**src/rtl/rf_operand_fetch.sv**
```systemverilog
// rtl/rf_operand_fetch.sv - operand fetch with pending-write scoreboard, forwarding and one-entry output register
module rf_operand_fetch #(
  parameter int DATA_WIDTH = 16,
  parameter int SEL_BITS   = 3,
  parameter int NUM_REGS   = 8
) (
  input  logic                  clk,
  input  logic                  rst,
  input  logic                  issue_valid,
  output logic                  issue_ready,
  input  logic [SEL_BITS-1:0]   src1_sel,
  input  logic [SEL_BITS-1:0]   src2_sel,
  input  logic                  src1_used,
  input  logic                  src2_used,
  input  logic [SEL_BITS-1:0]   dst_sel,
  input  logic                  dst_en,
  output logic [SEL_BITS-1:0]   rf_read1_sel,
  output logic [SEL_BITS-1:0]   rf_read2_sel,
  input  logic [DATA_WIDTH-1:0] rf_read1_data,
  input  logic [DATA_WIDTH-1:0] rf_read2_data,
  input  logic                  wb_valid,
  input  logic [SEL_BITS-1:0]   wb_sel,
  input  logic [DATA_WIDTH-1:0] wb_data,
  output logic                  op_valid,
  input  logic                  op_ready,
  output logic [DATA_WIDTH-1:0] op_a,
  output logic [DATA_WIDTH-1:0] op_b,
  output logic [SEL_BITS-1:0]   op_dst,
  output logic                  op_dst_en,
  output logic                  err
);

  logic [NUM_REGS-1:0]   pending;
  logic [NUM_REGS-1:0]   pending_next;
  logic                  fwd1, fwd2, wb_hits_dst;
  logic                  raw1, raw2, waw;
  logic                  slot_free, accept;
  logic [DATA_WIDTH-1:0] opnd1, opnd2;

  assign rf_read1_sel = src1_sel;
  assign rf_read2_sel = src2_sel;

  // A writeback landing this cycle is not yet visible in the register file read data.
  assign fwd1        = wb_valid && (wb_sel == src1_sel);
  assign fwd2        = wb_valid && (wb_sel == src2_sel);
  assign wb_hits_dst = wb_valid && (wb_sel == dst_sel);
  assign opnd1       = fwd1 ? wb_data : rf_read1_data;
  assign opnd2       = fwd2 ? wb_data : rf_read2_data;

  // A pending register completing this cycle no longer blocks its readers or writers.
  assign raw1 = src1_used && pending[src1_sel] && !fwd1;
  assign raw2 = src2_used && pending[src2_sel] && !fwd2;
  assign waw  = dst_en && pending[dst_sel] && !wb_hits_dst;

  assign slot_free   = !op_valid || op_ready;
  assign issue_ready = slot_free && !raw1 && !raw2 && !waw;
  assign accept      = issue_valid && issue_ready;

  // Scoreboard next state: clear on writeback first so a same-cycle set wins.
  always_comb begin
    pending_next = pending;
    if (wb_valid)
      pending_next[wb_sel] = 1'b0;
    if (accept && dst_en)
      pending_next[dst_sel] = 1'b1;
  end

  // Scoreboard state and sticky error for writebacks nobody was waiting on.
  always_ff @(posedge clk or posedge rst) begin
    if (rst) begin
      pending <= '0;
      err     <= 1'b0;
    end else begin
      pending <= pending_next;
      if (wb_valid && !pending[wb_sel])
        err <= 1'b1;
    end
  end

  // Output bundle register: load on accept, drain on downstream take, hold otherwise.
  always_ff @(posedge clk or posedge rst) begin
    if (rst) begin
      op_valid  <= 1'b0;
      op_a      <= '0;
      op_b      <= '0;
      op_dst    <= '0;
      op_dst_en <= 1'b0;
    end else if (accept) begin
      op_valid  <= 1'b1;
      op_a      <= opnd1;
      op_b      <= opnd2;
      op_dst    <= dst_sel;
      op_dst_en <= dst_en;
    end else if (op_ready) begin
      op_valid  <= 1'b0;
    end
  end

endmodule
```
**config.mk**
```make
export PLATFORM = sky130hd
export DESIGN_NAME = rf_operand_fetch
export DESIGN_NICKNAME = d
export VERILOG_FILES = /design/src/rtl/rf_operand_fetch.sv
export SDC_FILE = /design/constraint.sdc
export NUM_CORES = 1
export LEC_CHECK = 0
export ABC_AREA = 1
export CAP_MARGIN = 10
export CORE_MARGIN = 8
export CORE_UTILIZATION = 45
export CTS_BUF_LIST = sky130_fd_sc_hd__clkbuf_8
export CTS_CLUSTER_DIAMETER = 80
export CTS_CLUSTER_SIZE = 20
export DETAILED_ROUTE_END_ITERATION = 16
export PLACE_DENSITY = 0.94
export SETUP_SLACK_MARGIN = 0.3
export SLEW_MARGIN = 25
export SYNTH_ARGS = -nofsm -noshare
export SYNTH_HDL_FRONTEND = slang
export SYNTH_SLANG_ARGS = --single-unit
```
**constraint.sdc**
```tcl
create_clock -name clk -period 2.9 [get_ports clk]
set_input_delay 0.725 -clock clk [delete_from_list [all_inputs] [get_ports clk]]
set_output_delay 0.725 -clock clk [all_outputs]
set_load 0.1 [all_outputs]
```
## Word level (Yosys, flattened, before mapping)

Index checks and enable logic that the tools add are counted.

| cells by class | value |
|---|---|
| equal/unequal tests | 3 |
| reduce and logical (&&, ||, !) cells | 27 |
| bitwise logic cells | 3 |
| mux-type cells | 18 |
| $lt $le $gt $ge | 6 |

Operator list:

| cell | count |
|---|---|
| $mux W16 | 2 |
| $logic_and A1 B1 Y1 | 17 |
| $lt A3 B4 Y1 const B | 4 |
| $mux W8 | 2 |
| $bmux W1 S3 | 4 |
| $eq A3 B3 Y1 | 3 |
| $and A8 B8 Y8 | 1 |
| $logic_not A1 Y1 | 8 |
| $mux W1 | 8 |
| $not A8 Y8 | 1 |
| $or A8 B8 Y8 | 1 |
| $demux W1 S3 | 2 |
| $ge A3 B1 Y1 const B | 2 |
| $reduce_bool A2 Y1 | 1 |
| $logic_or A1 B1 Y1 | 1 |

| storage, ports and cells | value |
|---|---|
| register bits after elaboration | 46 |
| logic and storage cells | 64 |
| input port bits | 68 |
| output and inout port bits | 45 |

## Logic depth before layout (Yosys ltp)

| depth | value |
|---|---|
| depth after elaboration | 11 |
| mapped depth | 15 |
| depth with buffers taken out | 12 |

## Worst setup path after synthesis

No wires, ideal clock.

| path | value |
|---|---|
| path kind | input port to output port |
| start | in dst_sel[2] |
| end | out issue_ready |
| buffers on the path | 2 |
| data arrival time | 2.032 ns |
| cell stages on the path | 11 |
| data required time | 2.175 ns |
| slack | 0.143 ns |
| cells stage by stage | buf_2 > inv_2 > nand2_1 > nand2_1 > nand2_1 > nor2_1 > nor2_1 > nand2_1 > nand2_1 > nor2_8 > buf_2 |

| on the way | value |
|---|---|
| longest elaborated chain between the ends | 6 |
| elaborated cells between the ends (all ways) | 9 |
| those cells by class | 1 x eq/ne; 2 x mux; 6 x reduce/logical |

RTL lines:

| item | line | source |
|---|---|---|
| from (decl) | 15 | `input logic [SEL_BITS-1:0] dst_sel,` |
| $bmux W1 S3 or $eq A3 B3 Y1 (tied branches) | 53, 46 |  |
| $mux W1 (not written as such) or $logic_and A1 B1 Y1 (tied branches) | 53, 46 |  |
| $logic_and A1 B1 Y1 or $logic_not A1 Y1 (tied branches) | 53 | `assign waw = dst_en && pending[dst_sel] && !wb_hits_dst;` |
| $logic_and A1 B1 Y1 * | 53 |  |
| $logic_not A1 Y1 * | 56 | `assign issue_ready = slot_free && !raw1 && !raw2 && !waw;` |
| $logic_and A1 B1 Y1 * | 56 |  |
| to (decl) | 10 | `output logic issue_ready,` |

Mark *: on every way between the ends. The rest lies on a longest branch, timed or not. The select of a mux whose other input is x is not followed.

## Worst setup path after layout

| path | value |
|---|---|
| start | in wb_valid |
| end | out issue_ready |

| on the way | value |
|---|---|
| longest elaborated chain between the ends | 7 |
| elaborated cells between the ends (all ways) | 15 |
| those cells by class | 15 x reduce/logical |

RTL lines:

| item | line | source |
|---|---|---|
| from (decl) | 21 | `input logic wb_valid,` |
| $logic_and A1 B1 Y1 | 44 | `assign fwd1 = wb_valid && (wb_sel == src1_sel);` |
| $logic_not A1 Y1 | 51 | `assign raw1 = src1_used && pending[src1_sel] && !fwd1;` |
| $logic_and A1 B1 Y1 | 51 |  |
| $logic_not A1 Y1 | 56 |  |
| $logic_and A1 B1 Y1 (2 in a row) | 56 |  |
| $logic_and A1 B1 Y1 * | 56 |  |

Mark *: on every way between the ends. The rest lies on a longest branch, timed or not.

==> metrics.cfg <==
[placed_design]
pre_cts_ws_ps=-80.6
io_buffers=112
dp_hpwl_um=7380
place.gp.congestion=0.936

[power]
p_int_mw=1.50
peakVddDrop_mv=0.748
finalPower_mw=3.50
p_sw_mw=2.00
p_seq_share_pct=27.6
power_leakage_nw=2.29
switching_share_pct=57.1
pwr-share-comb_pct=60.9
power.density_nw_per_um2=824
clkPwrFrac_pct=11.6

[timing]
fin_skew_ps=10.0
fin_crit_sh_pct=87.2
timing.hold.ws_ps=480
finalMaxSlewViolations=0
clock.fmax_mhz=395
hold_viol=0
slew_headroom_pct=62.7
tightest_slew_ps=560
period_needed_ps=2530
rsz0062_at_grt=false
postLayoutSetupSlackWorst_ps=371
setup_viol=0

[critical_path]
crit_path_cell_trace=dlygate4sd2_1, buf_4, nand3_1, nand2_1, a21oi_1, nand2_1, nand2_2, nor2_8, buf_12
critical_path.top_delay_family=buffers and inverters
slowest_stage=dlygate4sd2_1
path_class=input port to primary output
worst_path_most_repeated_cell=nand2_1
crit_buf_inv=3
crit_path_start_kind=input port
critPathRequiredTime_ps=2170
cp-end-kind=primary output
critPathMaxFanout=3
max_stage_delay_ps=250
arrival_ps=1800

[grt]
grt_pass1_wl_um=14700
antenna_found_initial=0
grt_max_degree=47
grt_pass1_vias=3125
track_usage_pct=20.1
grt_overflow_total=0

[finish]
layout-drive-gt1-share_pct=23.7
layout_common_cells=nand2_1, buf_4, clkdlybuf4s50_1
area_growth_pct=48.0
final_common_cell=nand2_1
nNetsFinal=623
diodes=0
final.fill_count=547

[job]
drv_cap=0

[clock_network]
numCtsBuffers=5
cts_root_buffer=clkbuf_8
clock_latency_ps=300
cts_tree=done
hold_buffers=0
cts.clk_slew.worst_paths_ps=80
ctsHtreeMaxLevel=2
cts_sinks=46
clockBufferDepth=2

[yosys]
synth.net_count=497
synth_compound_area_share_pct=8.90
synthAdderAreaFrac_pct=0
ys_warn_count=0
synth.ff_latch_count=46
synth.distinct_cells=20
synth_top_family_by_area=simple AND/OR/NAND/NOR gates
synth_xor_area_share_pct=0
synth.top_cells.by_area=dfrtp_1, nand2_1, nand3_1
synthCells=429
seq_area_frac_synth_pct=40.1
syn_area_per_cell_um2=6.68
synth_area_um2=2870
synth.mux.area_fraction_pct=0
synth_top_cell_by_area=dfrtp_1
synth_top_area_share_pct=40.1
synth-simple-area-share_pct=39.7

[route]
postRouteAntennaNets=0
vias=3299
post-route-drc-count=0
drtIter0Drc=131
routed_wl_um=9270
routedWlPerCell_um=14.6
first_pass_iters=5
via_per_inst=5.21

[hold_path]
hp-class=flop to flop

[floorplan]
die_y_um=95.8
num_rows=29
dieArea_um2=9180
start_util_pct=46.0
io_pins=113
die_x_um=95.8
core_um2=6240

[outcome]
status=completed

[per-layer routing]
layer	up-vias	routed length [um]	share of wire, %	GRT usage [%]
met4	0	184	2.0	7.55
met1	1505	3850	41	23.7
met2	163	4370	47	33.2
met3	20	875	9.4	6.94
li1	1611	-	-	-
met5	-	0	0	0
[logic make-up (layout without fill, tap and decap cells)]
logic type | after synthesis | after routing
buffers and inverters | 70 | 197
AND/OR/NAND/NOR | 263 | 263
flip-flops | 46 | 46
AO/OA/AOI/OAI | 50 | 50
[metrics by stage]
step	instances	utilization, %	setup TNS [ps]	instance area [um2]
6_report	633	68.0	0	4240
4_1_cts	632	68.6	0	4280
5_1_grt	633	68.0	0	4240
2_1_floorplan	429	-	0	2870
3_5_place_dp	621	66.5	-93.0	4150
3_3_place_gp	621	66.5	-191	4150
[worst register-to-register path, cell delays in order (launching register included)]
cell,delay (ps)
dfrtp_1,450
inv_1,80
nand2_1,50
nand2_1,60
nor2_1,40
nor2_1,90
nand2_1,50
nand2_1,70
nand2_2,80
nor2_8,110
buf_4,110
buf_4,230
buf_4,290
nand4_1,120
nand2_1,90
[state kept, by name, summed over array words and instances, names as in the netlist]
| register | flops |
|---|---|
| op_dst | 3 |
| op_a | 16 |
| op_dst_en | 1 |
| op_b | 16 |
| pending | 8 |
| op_valid | 1 |
| err | 1 |
[area by class of cell]
| class | count | area [um2] | share of cell area, % |
|---|---|---|---|
| multi-input cells | 313 | 1410 | 33.3 |
| repair buffers | 150 | 1340 | 31.7 |
| flip-flops and latches | 46 | 1150 | 27.1 |
| inverters | 39 | 146 | 3.45 |
| well taps | 77 | 96.3 | 2.27 |
| clock buffers | 6 | 82.6 | 1.95 |
| clock inverters | 2 | 12.5 | 0.295 |
[cell usage after synthesis]
cell,count
a21oi_1,3
nand2_2,12
nand2_1,159
buf_6,3
dfrtp_1,46
buf_1,1
nor2_8,1
nand3_1,53
buf_4,6
nor2_2,1
clkbuf_2,1
a41o_1,1
nand4_1,11
nor3_1,7
inv_2,4
clkbuf_1,9
nor2_1,19
o21ai_0,46
inv_1,35
buf_2,11
[worst paths after layout]
kind / start / to / slack (ps) / cells past startpoint
min in group asynchronous: rst / op_b[3] / 870 / 3
max in group asynchronous: rst / pending[7] / 1630 / 3
min reg2reg: op_dst[1] / op_dst[1] / 480 / 2
min: op_dst[1] / op_dst[1] / 480 / 2
max reg2reg: pending[5] / pending[2] / 900 / 14
max: wb_valid / issue_ready / 370 / 9
[power groups by stage]
| stage | clock network [mW] | registers (mW) | logic [mW] |
|---|---|---|---|
| 6_report | 0.404 | 0.965 | 2.13 |
| 5_1_grt | 0.443 | 0.986 | 2.23 |
| 4_1_cts | 0.419 | 0.965 | 2.14 |
| 3_5_place_dp | 0 | 0.971 | 2.14 |
| 3_3_place_gp | 0 | 0.970 | 2.11 |
| 2_1_floorplan | 0 | 2.09 | 0.444 |
[what timing repair did]
action	CTS	global route
resized for setup	42	16
setup buffers	3	1
endpoints found under the setup margin	2	1
pin swaps	5	6
(Power assumes the default switching activity.)
